$ cat config.mk
export PLATFORM = sky130hd
export DESIGN_NAME = intr_ctrl
export DESIGN_NICKNAME = d
export VERILOG_FILES = /design/src/rtl/intr_pkg.sv /design/src/rtl/prio_enc.sv /design/src/rtl/intr_ctrl.sv
export SDC_FILE = /design/constraint.sdc
export NUM_CORES = 1
export LEC_CHECK = 0
export ABC_CLOCK_PERIOD_IN_PS = 2500
export BUFFER_PORTS_ARGS = -buffer_cell sky130_fd_sc_hd__clkbuf_2
export CAP_MARGIN = 20
export CORE_MARGIN = 4
export CORE_UTILIZATION = 40
export DETAILED_ROUTE_END_ITERATION = 7
export GPL_TIMING_DRIVEN = 0
export PLACE_DENSITY = 0.68
export SYNTH_ARGS = -nofsm -noshare
export SYNTH_HDL_FRONTEND = slang
export SYNTH_SLANG_ARGS = --single-unit
$ cat constraint.sdc
create_clock -name clk -period 2.5 [get_ports clk]
set_clock_uncertainty 0.2 [all_clocks]
set_input_delay 0.75 -clock clk [delete_from_list [all_inputs] [get_ports clk]]
set_output_delay 0.75 -clock clk [all_outputs]
set_load 0.02 [all_outputs]
$ cat src/rtl/intr_pkg.sv
// intr_pkg: shared FSM state type, priority helper and default vector layout for intr_ctrl.
package intr_pkg;
  typedef enum logic {IDLE, REQ} state_t;
  localparam logic [9:0] DEF_VEC_BASE = 10'h3C0;
  localparam int DEF_VEC_STRIDE = 4;
  function automatic logic [3:0] lowest_set(input logic [15:0] v);
    lowest_set = '0;
    for (int i = 15; i >= 0; i--) if (v[i]) lowest_set = 4'(i);
  endfunction
endpackage

$ cat src/rtl/prio_enc.sv
// prio_enc: lowest-index priority encoder with valid flag (index 0 wins).
module prio_enc
  import intr_pkg::*;
#(
  parameter int N = 4,
  parameter int W = 2
) (
  input  logic [N-1:0] req,
  output logic         valid,
  output logic [W-1:0] idx
);
  assign valid = |req;
  assign idx = W'(lowest_set(16'(req)));
endmodule

$ cat src/rtl/intr_ctrl.sv
// intr_ctrl: vectored interrupt controller with edge-triggered channels, mask,
// global enable, fixed priority and optional nesting.
module intr_ctrl
  import intr_pkg::*;
#(
  parameter int N_IRQ = 4,
  parameter int PC_WIDTH = 10,
  parameter logic [PC_WIDTH-1:0] VEC_BASE = PC_WIDTH'(DEF_VEC_BASE),
  parameter int VEC_STRIDE = DEF_VEC_STRIDE,
  parameter int NESTING = 0,
  localparam int IW = N_IRQ > 1 ? $clog2(N_IRQ) : 1
) (
  input  logic                clk,
  input  logic                reset,
  input  logic [N_IRQ-1:0]    irq_in,
  input  logic                mask_we,
  input  logic [N_IRQ-1:0]    mask_wd,
  input  logic                ie_set,
  input  logic                ie_clr,
  input  logic                irq_ack,
  input  logic                reti,
  output logic                irq_req,
  output logic [PC_WIDTH-1:0] irq_vec,
  output logic [IW-1:0]       irq_id,
  output logic [N_IRQ-1:0]    pending,
  output logic [N_IRQ-1:0]    in_service,
  output logic                ie
);
  state_t state;
  logic [N_IRQ-1:0] irq_q, mask, rise, elig, ack_oh, reti_oh;
  logic [IW-1:0] cand_idx, isr_idx;
  logic cand_v, isr_v, allowed, ack_fire, reti_fire, ie_next;
  assign rise = irq_in & ~irq_q;
  assign elig = pending & mask;
  prio_enc #(.N(N_IRQ), .W(IW)) u_cand (.req(elig), .valid(cand_v), .idx(cand_idx));
  prio_enc #(.N(N_IRQ), .W(IW)) u_isr (.req(in_service), .valid(isr_v), .idx(isr_idx));
  assign allowed = ie && cand_v && (!isr_v || (NESTING != 0 && cand_idx < isr_idx));
  assign ack_fire = state == REQ && irq_ack;
  assign reti_fire = reti && isr_v;
  assign ack_oh = ack_fire ? N_IRQ'(1) << irq_id : '0;
  assign reti_oh = reti_fire ? N_IRQ'(1) << isr_idx : '0;
  // clears dominate sets: DI over EI, and an ack auto-disable over EI
  assign ie_next = !(ie_clr || (ack_fire && NESTING == 0)) &&
                   (ie || ie_set || (reti_fire && NESTING == 0));
  always_ff @(posedge clk or posedge reset) begin
    if (reset) begin
      irq_q <= '0;
      mask <= '0;
      pending <= '0;
      in_service <= '0;
      ie <= 1'b0;
    end else begin
      irq_q <= irq_in;
      if (mask_we) mask <= mask_wd;
      pending <= (pending & ~ack_oh) | rise;
      in_service <= (in_service & ~reti_oh) | ack_oh;
      ie <= ie_next;
    end
  end
  always_ff @(posedge clk or posedge reset) begin
    if (reset) begin
      state <= IDLE;
      irq_req <= 1'b0;
      irq_vec <= '0;
      irq_id <= '0;
    end else if (state == IDLE) begin
      if (allowed) begin
        state <= REQ;
        irq_req <= 1'b1;
        irq_id <= cand_idx;
        irq_vec <= PC_WIDTH'(int'(VEC_BASE) + int'(cand_idx) * VEC_STRIDE);
      end
    end else if (irq_ack) begin
      state <= IDLE;
      irq_req <= 1'b0;
    end
  end
endmodule
# [Word level (Yosys, flattened, before mapping)]
# Index checks and enable logic that the tools add are counted.
[op_classes] n_shift=2 n_bitwise=10 n_addsub=1 n_reduce_logical=15 eq_ne=1 n_mux=16
[ops] op="AND 4 bit" count=4
[ops] op="two-way mux 2 bit" count=8
[ops] op="NOT 4 bit" count=3
[ops] op="adder 10 x 4 -> 10 bit, first input constant" count=1
[ops] op="two-way mux 4 bit" count=2
[ops] op="bitwise OR 4 bit" count=2
[ops] op="OR reduction 4 bit" count=2
[ops] op="left shift 1 x 2 -> 4 bit, first input constant" count=2
[ops] op="two-way mux 1 bit" count=6
[ops] op="logical AND 1 bit" count=5
[ops] op="AND reduction 2 bit" count=2
[ops] op="logical OR 1 bit" count=3
[ops] op="logical NOT 1 bit" count=2
[ops] op="inequality test 2 bit, second input constant" count=1
[ops] op="nonzero test 2 bit" count=1
[ops] op="NOT 1 bit" count=1
[totals] wordCells=54 reg_bits=31 input_bits=15 out_inout_bits=22

# [Depth between registers and ports, before layout]
[depth] depth_word=9 depth_mapped=4 depth_no_buf=4

# [Hierarchy]
# From an unflattened synthesis, not the netlist that was laid out.
[unflattened] cells_unflattened=89 area_unflattened_um2=1029.7
[modules_own_cells] module="intr_ctrl" seq_area_each_um2=550.5 instances=1 area_each_um2=959.7 cells_each=75
[modules_own_cells] module="prio_enc" seq_area_each_um2=0.0 instances=2 area_each_um2=35.0 cells_each=7

# [Worst setup path before layout]
# OpenSTA, ideal clock, no wires.
[synth_path] kind="flip-flop to flip-flop" from="register in_service[2]" to="register irq_id[0]" required_ps=2175 stages_incl_launch_ff=5 path_buffers=0 setup_slack_ps=463 period_less_slack_ps=2037 t_arrival_ps=1712 setup_time_ps=125 path_cell_list="dfrtp_1 > or4_4 > nor3b_4 > o21a_4 > mux2_4"
[synth_via] elab_chain_len=4
[synth_rtl] element="start: declaration" line_no="intr_ctrl.sv:26" text="output logic [N_IRQ-1:0] in_service,"
[synth_rtl] element="start signal: assignment" line_no="intr_ctrl.sv:56" text="in_service <= (in_service & ~reti_oh) | ack_oh;"
[synth_rtl] element="OR reduction 4 bit" line_no="prio_enc.sv:12" text="assign valid = |req;"
[synth_rtl] element="logical NOT 1 bit" line_no="intr_ctrl.sv:37" text="assign allowed = ie && cand_v && (!isr_v || (NESTING != 0 && cand_idx < isr_idx));"
[synth_rtl] element="logical AND 1 bit" line_no="intr_ctrl.sv:37"
[synth_rtl] element="AND reduction 2 bit (no source line)"
[synth_rtl] element="end signal: assignment" line_no="intr_ctrl.sv:70" text="irq_id <= cand_idx;"
[synth_rtl] element="end: declaration" line_no="intr_ctrl.sv:24" text="output logic [IW-1:0] irq_id,"
# No other way between the ends.
# A chain may end at the register's enable or synchronous reset.

# [Final worst setup path]
[layout_path] from="register irq_vec[3]" to="output irq_vec[3]"
[layout_lines] element="start: declaration" line_no="intr_ctrl.sv:23" text="output logic [PC_WIDTH-1:0] irq_vec,"
[layout_lines] element="start signal: assignment" line_no="intr_ctrl.sv:71" text="irq_vec <= PC_WIDTH'(int'(VEC_BASE) + int'(cand_idx) * VEC_STRIDE);"
# No word-level cell between the ends.

==> flow_metrics.tcl <==
set metrics [dict create \
    core_um2 2230 \
    via_per_inst 4.83 \
    period_share_pct 82.9 \
    seqPwrFrac_pct 47.5 \
    grt-ovfl-total 0 \
    start_util_pct 42.1 \
    min_to "pending[3]" \
    grt_max_degree 23 \
    ctsHtreeMaxLevel 1 \
    nNetsFinal 135 \
    grtUsageMet1_pct 14.9 \
    wl_mm 1.75 \
    p_clk_share_pct 13.5 \
    synthCells 80 \
    ff2ff_path_depth 4 \
    rsz0062_at_grt "no" \
    drive_gt1_share_pct 46.6 \
    fin_tns_setup_ns 0 \
    firstDrtPassIters 4 \
    drc 0 \
    dr.first_iter.drc_count 5 \
    required_ns 1.55 \
    fin_crit_ns 2.07 \
    clock-sinks 22 \
    power_frac_comb_pct 39.0 \
    p_int_mw 0.692 \
    use_met2_pct 18.8 \
    path_clk_slew_ns 0.11 \
    dieWidth_um 56.5 \
    placed_area_um2 1150 \
    diodes 0 \
    p_leak_nw 0.613 \
    grtUsageMet3_pct 4.14 \
    gp_congestion 0.762 \
    path_class "reg2out" \
    grt.busiest_layer "met2" \
    p_per_area_nw_per_um2 963 \
    fin_cells 146 \
    worst_slew_pin_slew_ns 0.789 \
    clk_latency_ns 0.30 \
    cts_tree "built" \
    io_buffers 32 \
    synthMuxAreaShare_pct 6.38 \
    vdd_ir_drop_max_mv 0.458 \
    r2r_start "in_service[2]" \
    synth-seq-cells 22 \
    synthTopCellsByCount "22 x dfrtp_1, 10 x nand2_1, 9 x buf_4, 7 x inv_1, 7 x o21ai_0" \
    final_area_um2 1170 \
    start_kind "register" \
    synth-edff-count 0 \
    wl_per_cell_um 12.0 \
    synth_top_family_by_area "compound AO/OA/AOI/OAI gates" \
    whs_path_depth 1 \
    yosys_warnings 0 \
    yosys-top-cells-area "dfrtp_1 59%, buf_4 7.2%, mux2_2 4.8%, nand2_1 4.0%, o21ai_0 3.7%" \
    die_h_um 56.5 \
    yosys.area.top_type "dfrtp_1" \
    min_from "irq_q[3]" \
    synth_fa_ha_area_share_pct 0 \
    crit_fanout 9 \
    slew_viol_final 0 \
    arrival_ns 1.12 \
    clock_path_buffers 2 \
    yosys.area_share.simple_pct 9.97 \
    rows 17 \
    async_flop_share_pct 100 \
    grt_pass1_wl_mm 3.04 \
    boundaryPins 37 \
    worstHoldPathType "reg2reg" \
    status "completed" \
    p_sw_share_pct 38.5 \
    ys.flop_type "dfrtp_1" \
    setup_violations 0 \
    synth.avg_cell_area_um2 11.8 \
    r2r-end "irq_id[0]" \
    place.detailed.hpwl_mm 1.42 \
    drtAntennaViolNets 0 \
    netlist_area_um2 941 \
    final_util_pct 52.4 \
    synth_most_common_cell "dfrtp_1" \
    grt_pass1_vias 686 \
    yosysSeqAreaShare_pct 58.5 \
    max_cap_violations 0 \
    synthXorXnorAreaFrac_pct 0 \
    synth_top_area_share_pct 58.5 \
    post_cts_resized 0 \
    synth_compound_area_share_pct 14.8 \
    r2r_slack_ns 0.46 \
    grtUsageTotal_pct 12.1 \
    cts.root.buffer_cell "clkbuf_4" \
    cts_buffers 3 \
    vias 705 \
    areaGrowthSynthToFinish_pct 24.3 \
    ys_types 22 \
    antenna_found_initial 0 \
    dieArea_um2 3190 \
    endpoint_kind "output port" \
    dp_cells 143 \
    slew_headroom_pct 47.4 \
    postCtsSetupBuffers 0 \
    finalHoldViolations 0 \
    cts_hold_buf 0 \
    fmax_mhz 483 \
    netSwitchingPower_mw 0.434 \
]
[how the worst max path moves through the flow]
stage / start / endpoint / slack (ns)
floorplan: in_service[2] / irq_id[0] / 0.46
global placement: in_service[2] / irq_id[0] / 0.47
detailed placement: in_service[2] / irq_id[0] / 0.47
CTS: irq_vec[3] / irq_vec[3] / 0.43
global route: irq_vec[3] / irq_vec[3] / 0.36
finish: irq_vec[3] / irq_vec[3] / 0.43
[flip-flops by register name, summed over array words and instances (netlist names)]
register / flops
irq_id: 1
ie: 1
state: 1
in_service: 4
irq_vec: 2
irq_q: 4
mask: 4
pending: 4
irq_req: 1
[power by group through the flow]
stage          clock network [mW]  registers [mW]  logic [mW]
6_report                    0.152           0.536       0.439
3_5_place_dp                    0           0.543       0.445
2_1_floorplan                   0           0.603       0.239
5_1_grt                     0.176           0.553       0.483
4_1_cts                     0.158           0.537       0.447
3_3_place_gp                    0           0.540       0.438
[critical path, cell delays in order, from the launching register on]
cell	delay, ns
dfrtp_1	0.51
buf_4	0.16
clkbuf_2	0.15
[per-stage QoR]
step | hold WS [ns] | total power [mW] | setup slack [ns]
after detailed placement | 0.209 | 0.989 | 0.465
after global placement | 0.204 | 0.978 | 0.475
after CTS | 0.228 | 1.14 | 0.430
after floorplan | 0.200 | 0.842 | 0.463
after global routing | 0.251 | 1.21 | 0.356
final | 0.221 | 1.13 | 0.429
[cells in the final DEF, fill, tap and decap left out]
master,count
a21o_2,2
o32ai_1,1
mux2_2,4
nand4_1,1
a21oi_1,3
a22o_1,1
or4_4,1
clkbuf_2,32
a32oi_1,1
nand3_1,1
or2_2,1
inv_1,7
o21ai_0,7
clkbuf_4,3
o21a_4,1
mux2_4,1
dfrtp_1,22
o31ai_1,2
nor3b_4,1
buf_4,9
nand2_1,10
nand4b_1,1
a211oi_1,2
conb_1,4
[cell type report]
cell class / count / area, um2
fillers: 220 / 1060
well taps: 28 / 35.0
clock buffers: 3 / 22.5
multi-input cells: 45 / 308
inverters: 7 / 26.3
plain buffers: 9 / 67.6
repair buffers: 32 / 160
flip-flops and latches: 22 / 551
[layer usage]
metal  wire length, um  part of all wire, %
met5                 0                    0
met4                26                  1.5
met3               151                  8.7
met2               833                   48
met1               734                   42
[cells by family (layout without fill, tap and decap cells)]
| group | after synthesis | count (layout) |
|---|---|---|
| flops | 22 | 22 |
| compound gates | 20 | 20 |
| simple gates | 16 | 16 |
| buf+inv | 16 | 51 |
| mux | 5 | 5 |
| other cells | 1 | 4 |
Note: power is estimated with default switching activity, not from simulation.
